===== src/rtl/enc_pkg.sv =====
// Shared definitions for the quadrature encoder emulator: FSM states,
// direction constants and the phase -> {a,b} Gray table.
package enc_pkg;

   typedef enum logic [1:0] {
      IDLE,
      RUN,
      TAIL
   } enc_state_t;

   localparam logic DIR_UP   = 1'b1;
   localparam logic DIR_DOWN = 1'b0;

   // Phase walks 0->1->2->3 for up; adjacent phases differ in exactly one bit.
   function automatic logic [1:0] phase_to_ab(input logic [1:0] ph);
      logic [1:0] ab;
      unique case (ph)
         2'd0: ab = 2'b00;
         2'd1: ab = 2'b10;
         2'd2: ab = 2'b11;
         default: ab = 2'b01;
      endcase
      return ab;
   endfunction

endpackage


===== src/rtl/quad_phase_step.sv =====
// Two-bit quadrature phase counter with registered {a,b} code.
// Steps one phase per advance (+1 up, -1 down); holds otherwise.
module quad_phase_step
   import enc_pkg::*;
(
   input  logic       clk,
   input  logic       rst,
   input  logic       advance,
   input  logic       dir,
   output logic [1:0] phase,
   output logic [1:0] code
);

   logic [1:0] phase_nxt;

   always_comb begin
      phase_nxt = phase;
      if (advance) begin
         phase_nxt = (dir == DIR_UP) ? phase + 2'd1 : phase - 2'd1;
      end
   end

   always_ff @(posedge clk or negedge rst) begin
      if (!rst) begin
         phase <= 2'd0;
         code  <= 2'b00;
      end else begin
         phase <= phase_nxt;
         code  <= phase_to_ab(phase_nxt);
      end
   end

endmodule


===== src/rtl/quad_enc_gen.sv =====
// Quadrature encoder generator: N detents of A/B Gray code, one edge per STEP_DIV clocks,
// done one hold period after the last edge; start ignored while busy. ENC_BOUNCE_EN adds contact bounce.
module quad_enc_gen
   import enc_pkg::*;
#(
   parameter int STEP_DIV = 4,
   parameter int STEPS_W  = 8
) (
   input  logic               clk,
   input  logic               rst,
   input  logic               start,
   input  logic               dir,
   input  logic [STEPS_W-1:0] steps,
   input  logic               abort,
   output logic               a,
   output logic               b,
   output logic               busy,
   output logic               done,
   output logic [STEPS_W-1:0] steps_left
);

   localparam int DIV_W = $clog2(STEP_DIV) + 1;
   localparam logic [DIV_W-1:0] DIV_MAX = DIV_W'(STEP_DIV - 1);
   // Divider phase on entry to RUN so the first edge lands STEP_DIV clocks after acceptance.
   localparam logic [DIV_W-1:0] DIV_FIRST  = DIV_W'(1 % STEP_DIV);
   localparam logic             FIRST_EDGE = (STEP_DIV == 1);

   enc_state_t       state;
   logic [DIV_W-1:0] div;
   logic             dir_q;
   logic             abort_q;
   logic             advance;
   logic             step_dir;
   logic             detent_end;
   logic [1:0]       phase;
   logic [1:0]       code;

   assign step_dir   = (state == IDLE) ? dir : dir_q;
   assign detent_end = advance && (phase == ((step_dir == DIR_UP) ? 2'd3 : 2'd1));

   always_comb begin
      advance = 1'b0;
      if (state == RUN && div == DIV_MAX) begin
         advance = 1'b1;
      end
      if (state == IDLE && start && steps != '0 && FIRST_EDGE) begin
         advance = 1'b1;
      end
   end

   quad_phase_step u_step (
      .clk     (clk),
      .rst     (rst),
      .advance (advance),
      .dir     (step_dir),
      .phase   (phase),
      .code    (code)
   );

   always_ff @(posedge clk or negedge rst) begin
      if (!rst) begin
         state      <= IDLE;
         div        <= '0;
         dir_q      <= DIR_DOWN;
         abort_q    <= 1'b0;
         busy       <= 1'b0;
         done       <= 1'b0;
         steps_left <= '0;
      end else begin
         done <= 1'b0;
         unique case (state)
            IDLE: begin
               if (start) begin
                  dir_q      <= dir;
                  steps_left <= steps;
                  abort_q    <= 1'b0;
                  if (steps == '0) begin
                     done <= 1'b1;
                  end else begin
                     busy  <= 1'b1;
                     div   <= DIV_FIRST;
                     state <= RUN;
                  end
               end
            end
            RUN: begin
               div <= (div == DIV_MAX) ? '0 : div + 1'b1;
               if (abort) begin
                  abort_q <= 1'b1;
               end
               if (detent_end) begin
                  // Abort or last detent: drop whatever remains and go hold at rest.
                  if (abort_q || abort || steps_left <= STEPS_W'(1)) begin
                     steps_left <= '0;
                     state      <= TAIL;
                  end else begin
                     steps_left <= steps_left - 1'b1;
                  end
               end
            end
            TAIL: begin
               if (div == DIV_MAX) begin
                  div   <= '0;
                  busy  <= 1'b0;
                  done  <= 1'b1;
                  state <= IDLE;
               end else begin
                  div <= div + 1'b1;
               end
            end
            default: state <= IDLE;
         endcase
      end
   end

`ifdef ENC_BOUNCE_EN
   // The changing line flips back for the cycle after an edge, then settles.
   logic [1:0] prev_code;
   logic [1:0] bounce_mask;
   logic       adv_q;

   always_ff @(posedge clk or negedge rst) begin
      if (!rst) begin
         prev_code   <= 2'b00;
         bounce_mask <= 2'b00;
         adv_q       <= 1'b0;
      end else begin
         adv_q <= advance;
         if (advance) begin
            prev_code <= code;
         end
         bounce_mask <= (adv_q && (STEP_DIV >= 3)) ? (code ^ prev_code) : 2'b00;
      end
   end

   assign {a, b} = code ^ bounce_mask;
`else
   assign {a, b} = code;
`endif

endmodule


===== config.mk =====
export PLATFORM = sky130hd
export DESIGN_NAME = quad_enc_gen
export DESIGN_NICKNAME = d
export VERILOG_FILES = /design/src/rtl/enc_pkg.sv /design/src/rtl/quad_phase_step.sv /design/src/rtl/quad_enc_gen.sv
export SDC_FILE = /design/constraint.sdc
export NUM_CORES = 1
export LEC_CHECK = 0
export BUFFER_PORTS_ARGS = -buffer_cell sky130_fd_sc_hd__buf_2
export CAP_MARGIN = 25
export CORE_UTILIZATION = 49
export CTS_CLUSTER_SIZE = 12
export DETAILED_ROUTE_END_ITERATION = 8
export GPL_TIMING_DRIVEN = 1
export PLACE_DENSITY = 0.83
export REMOVE_ABC_BUFFERS = 1
export SYNTH_ARGS = -nofsm -noshare
export SYNTH_HDL_FRONTEND = slang
export SYNTH_SLANG_ARGS = --single-unit

===== constraint.sdc =====
create_clock -name clk -period 2.1 [get_ports clk]
set_input_delay 0.315 -clock clk [delete_from_list [all_inputs] [get_ports clk]]
set_output_delay 0.315 -clock clk [all_outputs]
set_load 0.1 [all_outputs]

==> results.py, run 1 <==
metrics = {
    "status": {
        "status": "complete, no violations",
    },
    "grt": {
        "antenna_found_initial": 0,
        "grt_use_total_pct": 24.1,
        "grt_pass1_vias": 1135,
        "grt_pass1_wl_um": 4910,
        "grt_max_degree": 22,
        "grt_overflow": 0,
    },
    "cells_and_area": {
        "most-common-layout-cells": "buf_2 (24), dfrtp_1 (21), o21ai_0 (15)",
        "fin_nets": 196,
        "antennaDiodeCount": 0,
        "layout_commonest_cell": "buf_2",
        "fin_util_pct": 62.9,
        "area.growth.synth_to_final_pct": 19.8,
        "layout.cells.non_filler": 203,
        "drive_gt1_share_pct": 27.7,
    },
    "yosys": {
        "synth.distinct_cells": 42,
        "syn_inst": 139,
        "synth-edff-count": 0,
        "ys.flop_type": "dfrtp_1",
        "muxShareOfSynthArea_pct": 5.77,
        "ys_ff_latch": 21,
        "synth-adder-area-share_pct": 8.51,
        "synth_xor_area_share_pct": 2.65,
        "synth-warning-count": 0,
        "synthesis.area_um2": 1320,
        "synth_top_family_by_area": "compound AO/OA/AOI/OAI gates",
        "async_flop_share_pct": 100,
        "avgSynthCellArea_um2": 9.52,
        "synth-simple-area-share_pct": 18.1,
        "synth_compound_area_share_pct": 21.8,
        "ys_seq_area_share_pct": 39.7,
    },
    "floorplanning": {
        "pin_count": 25,
        "die-width_um": 54.0,
        "rows": 18,
        "core_region_area_um2": 2520,
        "start_util_pct": 52.5,
        "die-area_um2": 2910,
        "die_height_um": 54.0,
    },
    "routing": {
        "routed_via_density": 5.77,
        "vias": 1171,
        "postRouteAntennaNets": 0,
        "drt-total-wl_um": 3030,
        "drc": 0,
        "wl_per_cell_um": 14.9,
        "first_iter_violations": 20,
        "dr.pass1.iters": 4,
    },
    "critical_path": {
        "crit_type": "flip-flop to flip-flop",
        "crit_path_max_incr_delay_ps": 560,
        "path_cells": "or4_4 > o41ai_4 > o21a_4 > nand3b_4 > mux2_4",
        "startpoint_type": "flip-flop",
        "critPathSlowestCell": "or4_4",
        "end_kind": "flip-flop",
        "crit_fanout": 3,
        "worstPathRequired_ps": 2310,
        "worst-endpoint-arrival_ps": 2180,
    },
    "sta": {
        "worst_slack_ps": 128,
        "fmax_mhz": 507,
        "setup_viol": 0,
        "min_period_ps": 1970,
        "slew_headroom_pct": 61.8,
        "rsz0062_at_grt": "no",
        "finalCritPeriodShare_pct": 93.9,
        "max_slew.worst_pin.slew_ps": 567,
        "finalHoldViolCount": 0,
        "fin_worst_skew_ps": 4.77,
        "drv_slew": 0,
    },
    "placed_design": {
        "place_congestion": 0.813,
        "place_inst": 198,
        "place_hpwl_um": 2280,
        "pre_cts_slack_ps": 113,
        "portBuffers": 24,
    },
    "clock_network": {
        "cts.sinks": 21,
        "cts_buffer_depth": 2,
        "cts_root_buf": "clkbuf_4",
        "path_clk_slew_ps": 120,
        "cts_tree": "yes",
        "cts_buffers": 3,
        "cts_htree_levels": 1,
        "insertion_delay_ps": 310,
    },
    "run": {
        "maxCapViolCount": 0,
    },
    "worst_hold_path": {
        "hold_path_class": "primary input to flip-flop",
    },
}
## metrics by stage
step | setup TNS (ps) | hold slack (ps) | instance area, um^2
after floorplan | -3460 | 19.4 | 1310
after global placement | 0 | 300 | 1530
after detailed placement | 0 | 311 | 1530
after CTS | 0 | 252 | 1570
after global routing | 0 | 305 | 1590
final | 0 | 296 | 1590
## final cells by class
class	instances	area, um^2
clock buffers	4	26.3
fillers	213	936
inverters	9	33.8
multi-input cells	106	773
flip-flops and latches	21	526
well taps	30	37.5
repair buffers	33	190
## registers in the layout (all words and copies together), names as in the netlist
register      count
abort_q           1
div               3
busy              1
u_step.code       2
state             2
u_step.phase      2
steps_left        8
done              1
dir_q             1
## layer usage
metal | track usage (%) | share of wire (%) | vias up
li1 | - | - | 572
met4 | 11.5 | 1.7 | 0
met1 | 26.9 | 44 | 562
met3 | 2.54 | 3.7 | 4
met2 | 44.9 | 51 | 33
met5 | 0 | 0 | -
## worst max-delay path, delay by kind of cell (launching register included)
family | cells | cell delay, ps
compound gates | 2 | 550
simple gates | 2 | 640
flops | 1 | 400
mux | 1 | 300
## cells in the mapped netlist, types with 3 or more instances
library cell  number  area [um^2]
nor4_1             4         25.0
clkbuf_1           3         11.3
nor2_1            12         45.0
ha_1               9          113
nand2_1           10         37.5
a21oi_1           11         55.1
o21ai_0           16         80.1
nor3_1             4         20.0
dfrtp_1           21          526
inv_1              8         30.0
mux2i_1            5         50.1
## logic make-up (layout without fill, tap and decap cells)
| family | after synthesis | count (layout) |
|---|---|---|
| flip-flops | 21 | 21 |
| adder cells (fa/ha/maj) | 9 | 9 |
| multiplexers | 7 | 7 |
| AND/OR/NAND/NOR | 43 | 43 |
| XOR/XNOR | 4 | 4 |
| buffers and inverters | 12 | 46 |
| AO/OA/AOI/OAI | 43 | 43 |
## worst paths after layout
kind,startpoint,end,slack (ps),cells past startpoint
min,dir,dir_q,300,2
min reg2reg,div[2],div[2],550,1
min in group asynchronous,rst,steps_left[2],470,2
max,steps_left[4],state[1],130,5
max in group asynchronous,rst,steps_left[5],1290,2
max reg2reg,steps_left[4],state[1],130,5
## timing repair
action,in CTS,in global routing
hold endpoints to repair,21,0
gates resized for setup,0,5
setup buffers,0,0
endpoints found under the setup margin,0,7
hold buffers,1,0
Power of run 1 is left out: the tool's default activity adds up to more than one toggle a clock period on the data nets, which glitch-free logic cannot reach.
==> inputs of run 2 (changes only) <==
--- a/config.mk
+++ b/config.mk
@@ -7,11 +7,12 @@
 export LEC_CHECK = 0
 export BUFFER_PORTS_ARGS = -buffer_cell sky130_fd_sc_hd__buf_2
 export CAP_MARGIN = 25
-export CORE_UTILIZATION = 49
+export CORE_UTILIZATION = 45
 export CTS_CLUSTER_SIZE = 12
 export DETAILED_ROUTE_END_ITERATION = 8
 export GPL_TIMING_DRIVEN = 1
-export PLACE_DENSITY = 0.83
+export HOLD_SLACK_MARGIN = 0.08
+export PLACE_DENSITY = 0.78
 export REMOVE_ABC_BUFFERS = 1
 export SYNTH_ARGS = -nofsm -noshare
 export SYNTH_HDL_FRONTEND = slang
==> run 2 against run 1 <==
  * Wire length is 4.0% lower
  * Die area up 8.5%
  * Sequential cell count did not move
  * First-iteration DRC count grew to 3.1 times the previous value
  * Design area down 0.95%
  * Cell count increased by 0.49%
  * Clock skew decreased by 2.7 ps
  * Utilization is 6.4 points lower
  * Worst hold slack lost 1.0 ps
  * Critical path depth is 2 higher
  * Sequential share of layout area grew 0.32 points
  * Non-clock buffer count is the same
==> results.py, run 2 (synthesized netlist as in run 1, its figures left out) <==
metrics = {
    "routing": {
        "vias": 1145,
        "first_iter_violations": 61,
        "dr.pass1.iters": 4,
        "postRouteAntennaNets": 0,
        "routed_via_density": 5.61,
        "drt-total-wl_um": 2910,
        "drc": 0,
        "wl_per_cell_um": 14.3,
    },
    "cells_and_area": {
        "n_fill_cell": 243,
        "largest_reg_flops": 8,
        "antennaDiodeCount": 0,
        "reg_top3": "steps_left x8, div x3",
        "area.growth.synth_to_final_pct": 18.7,
        "top_register": "steps_left",
        "drive_gt1_share_pct": 26.6,
        "fin_nets": 196,
        "most-common-layout-cells": "buf_2 (24), dfrtp_1 (21), o21ai_0 (15)",
        "layout_commonest_cell": "buf_2",
    },
    "worst_hold_path": {
        "hold_path_class": "primary input to flip-flop",
    },
    "placed_design": {
        "place_hpwl_um": 2250,
        "place_congestion": 0.834,
        "portBuffers": 24,
    },
    "status": {
        "status": "complete, no violations",
    },
    "floorplanning": {
        "start_util_pct": 47.6,
        "die_height_um": 56.2,
        "core_region_area_um2": 2780,
        "die-width_um": 56.2,
        "die-area_um2": 3160,
        "pin_count": 25,
        "rows": 19,
    },
    "clock_network": {
        "insertion_delay_ps": 300,
        "cts_htree_levels": 1,
        "cts_buffer_depth": 2,
        "path_clk_slew_ps": 110,
        "cts_setup_buffers": 0,
        "cts_root_buf": "clkbuf_4",
        "cts_buffers": 3,
        "cts.sinks": 21,
        "cts_tree": "yes",
    },
    "sta": {
        "fin_worst_skew_ps": 2.04,
        "max_slew.worst_pin.slew_ps": 483,
        "drv_slew": 0,
        "finalHoldViolCount": 0,
        "finalCritPeriodShare_pct": 94.7,
        "rsz0062_at_grt": "no",
        "fmax_mhz": 503,
        "timing.setup.tns_ps": 0,
        "min_period_ps": 1990,
        "setup_viol": 0,
        "slew_headroom_pct": 67.5,
    },
    "critical_path": {
        "startpoint_type": "flip-flop",
        "worstPathRequired_ps": 2300,
        "worst-endpoint-arrival_ps": 2190,
        "crit_type": "flip-flop to flip-flop",
        "end_kind": "flip-flop",
        "crit_fanout": 3,
    },
    "grt": {
        "grt_pass1_vias": 1115,
        "grt_max_degree": 22,
        "grt_overflow": 0,
        "grt_use_total_pct": 20.1,
        "antenna_found_initial": 0,
        "grt_pass1_wl_um": 4910,
    },
    "run": {
        "maxCapViolCount": 0,
    },
}
[run 2: cell count changes in the layout (fill, tap and decap cells not counted)]
| cell | before | now |
|---|---|---|
| ha_1 | 8 | 9 |
| mux2i_2 | 0 | 1 |
| ha_2 | 1 | 0 |
| nor3b_2 | 1 | 0 |
| mux2i_4 | 1 | 0 |
| nor3b_1 | 1 | 2 |
[run 2: critical path, cell delays in order (launching register included)]
cell and delay [ps]:
dfrtp_1 430, inv_1 110, ha_1 210, mux2i_2 280, mux2i_1 120, or2b_2 350
nand3b_4 90, mux2_4 300
[run 2: final timing paths]
path | startpoint | endpoint | slack [ps] | depth (start not counted)
worst min-delay path | steps[2] | steps_left[2] | 290 | 3
min in group asynchronous | rst | steps_left[4] | 480 | 2
worst max-delay path | state[0] | state[1] | 110 | 7
max in group asynchronous | rst | u_step.phase[0] | 1300 | 2
worst max register to register | state[0] | state[1] | 110 | 7
worst min register to register | u_step.phase[1] | u_step.phase[1] | 540 | 1
[run 2: stage by stage]
step / hold WS (ps) / worst slack (ps) / cell area (um^2) / instances / util, %
after CTS: 274 / 92.2 / 1570 / 204 / 56.4
after global routing: 292 / 7.07 / 1570 / 204 / 56.5
final: 294 / 111 / 1570 / 204 / 56.5
after floorplan: 19.4 / -586 / 1310 / 136 / -
after global placement: 297 / 165 / 1530 / 199 / 55.1
after detailed placement: 305 / 118 / 1530 / 199 / 55.1
[run 2: repair_timing]
item / 4_1_cts / 5_1_grt
gates resized for setup: 0 / 2
endpoints found under the setup margin: 0 / 2
hold buffers: 1 / 0
endpoints found under the hold margin: 21 / 0
[run 2: per-layer routing]
metal  part of all wire, %  vias up  track usage, %
met5                     0        -               0
met4                   1.0        0            5.23
met3                   3.4        5            4.88
met2                    50       25            35.9
met1                    46      548            24.2
li1                      -      567               -
[run 2: final cells by class]
type	count	area [um^2]	share of cell area (%)
Clock buffer	4	26.3	1.67
Inverter	9	33.8	2.15
Multi-Input combinational cell	106	757	48.2
Sequential cell	21	526	33.4
Tap cell	31	38.8	2.47
Timing Repair Buffer	33	190	12.1
Power of run 2 is left out for the same reason.
==> inputs of run 3 (changes only) <==
--- a/config.mk
+++ b/config.mk
@@ -7,13 +7,13 @@
 export LEC_CHECK = 0
 export BUFFER_PORTS_ARGS = -buffer_cell sky130_fd_sc_hd__buf_2
 export CAP_MARGIN = 25
+export CORE_MARGIN = 8
 export CORE_UTILIZATION = 45
 export CTS_CLUSTER_SIZE = 12
 export DETAILED_ROUTE_END_ITERATION = 8
 export GPL_TIMING_DRIVEN = 1
 export HOLD_SLACK_MARGIN = 0.08
 export PLACE_DENSITY = 0.78
-export REMOVE_ABC_BUFFERS = 1
 export SYNTH_ARGS = -nofsm -noshare
 export SYNTH_HDL_FRONTEND = slang
 export SYNTH_SLANG_ARGS = --single-unit
==> run 3 against run 2 <==
  * Non-clock buffer count increased by 2
  * Clock-buffer cell count fell by 1
  * Via count up 3.5%
  * Design area is 4.5% higher
  * Sequential share of layout area decreased by 0.51 points
  * Critical path depth decreased by 2
  * Register-to-register slack lost 30 ps
  * Cell count rose by 0.98%
==> results.py, run 3 (synthesized netlist as in run 1, its figures left out) <==
metrics = {
    "sta": {
        "setup_viol": 0,
        "min_period_ps": 2020,
        "drv_slew": 0,
        "hold_slack_ps": 281,
        "finalHoldViolCount": 0,
        "fin_worst_skew_ps": 6.71,
        "rsz0062_at_grt": "yes",
        "finalCritPeriodShare_pct": 96.0,
        "fmax_mhz": 496,
        "max_slew.worst_pin.slew_ps": 497,
        "slew_headroom_pct": 66.6,
    },
    "floorplanning": {
        "die_height_um": 70.2,
        "pin_count": 25,
        "rows": 19,
        "start_util_pct": 47.6,
        "die-area_um2": 4930,
        "die-width_um": 70.2,
        "core_region_area_um2": 2780,
    },
    "critical_path": {
        "r2r_setup_slack_ps": 80,
        "r2r-end": "state[1]",
        "end_kind": "flip-flop",
        "worst-endpoint-arrival_ps": 2220,
        "startpoint_type": "flip-flop",
        "r2r-start": "steps_left[7]",
        "crit_type": "flip-flop to flip-flop",
        "worstPathRequired_ps": 2300,
        "crit_fanout": 5,
        "ff2ff_path_depth": 5,
    },
    "grt": {
        "grt_max_degree": 22,
        "grt_pass1_vias": 1223,
        "antenna_found_initial": 0,
        "grt_use_total_pct": 12.9,
        "grt_pass1_wl_um": 5380,
        "grt_overflow": 0,
    },
    "status": {
        "status": "complete, no violations",
    },
    "routing": {
        "drt-total-wl_um": 3160,
        "wl_per_cell_um": 15.3,
        "postRouteAntennaNets": 0,
        "vias": 1185,
        "drc": 0,
        "dr.pass1.iters": 4,
        "first_iter_violations": 124,
        "routed_via_density": 5.75,
    },
    "cells_and_area": {
        "antennaDiodeCount": 0,
        "layout.cells.non_filler": 206,
        "most-common-layout-cells": "buf_2 (24), dfrtp_1 (15), o21ai_0 (14)",
        "layout_commonest_cell": "buf_2",
        "largest_reg_flops": 8,
        "area.growth.synth_to_final_pct": 24.0,
        "fin_area_um2": 1640,
        "fin_nets": 198,
        "top_register": "steps_left",
        "fin_util_pct": 59.0,
        "drive_gt1_share_pct": 33.7,
        "reg_top3": "steps_left x8, div x3",
    },
    "clock_network": {
        "path_clk_slew_ps": 120,
        "cts_htree_levels": 1,
        "cts_root_buf": "clkbuf_4",
        "cts.sinks": 21,
        "insertion_delay_ps": 310,
        "cts_buffer_depth": 2,
        "cts_buffers": 3,
        "cts_tree": "yes",
    },
    "worst_hold_path": {
        "min_from": "dir",
        "hold_path_class": "primary input to flip-flop",
        "min_path_cells": 2,
        "worstHoldEndpoint": "dir_q",
    },
    "placed_design": {
        "place_inst": 201,
        "place_hpwl_um": 2490,
        "dpl_cell_area_um2": 1560,
        "place_congestion": 0.844,
        "portBuffers": 24,
    },
    "yosys": {
        "synthesis.nets": 161,
    },
    "run": {
        "maxCapViolCount": 0,
    },
}
[run 3: worst max-delay path by stage]
| stage | startpoint | slack, ps | endpoint | cells after the start |
|---|---|---|---|---|
| floorplan | steps_left[7] | -230 | state[1] | 5 |
| global placement | state[1] | 30 | steps_left[6] | 7 |
| detailed placement | state[1] | -140 | steps_left[6] | 7 |
| CTS | state[1] | 60 | u_step.code[0] | 9 |
| global route | state[1] | -2 | steps_left[2] | 10 |
| finish | steps_left[7] | 80 | state[1] | 5 |
[run 3: routing by layer]
metal	share of wire, %	vias up	global-route usage, %
li1	-	576	-
met1	41	565	14.4
met2	50	39	22.0
met3	7.6	5	3.67
met4	1.1	0	5.58
met5	0	-	0
[run 3: cell type report]
| type | instances | area, um^2 |
|---|---|---|
| sequential | 21 | 541 |
| inverter | 9 | 33.8 |
| clock inverter | 1 | 5.00 |
| fill | 254 | 1140 |
| clock buffer | 3 | 22.5 |
| timing repair buffer | 35 | 205 |
| multi-input combinational | 106 | 796 |
| tap | 31 | 38.8 |
[run 3: critical path, stage by stage (launching register included)]
cell and delay (ps):
dfrtp_4 520, or4_4 560, o41ai_4 260, o21a_4 200, nand3b_4 70, mux2_4 290
[run 3: timing repair]
| action | 4_1_cts | 5_1_grt |
|---|---|---|
| pin swaps | 0 | 0 |
| endpoints found under the setup margin | 8 | 8 |
| setup buffers | 0 | 0 |
| gates resized for setup | 1 | 8 |
| cloned | 0 | 0 |
| hold buffers | 1 | 0 |
| endpoints found under the hold margin | 21 | 0 |
[run 3: per-stage QoR]
step	setup TNS, ps	setup WS (ps)
after CTS	0	56.5
final	0	84.8
after detailed placement	-811	-142
after global routing	-1.66	-1.66
after floorplan	-259	-228
after global placement	0	32.6
Power of run 3 is left out for the same reason.
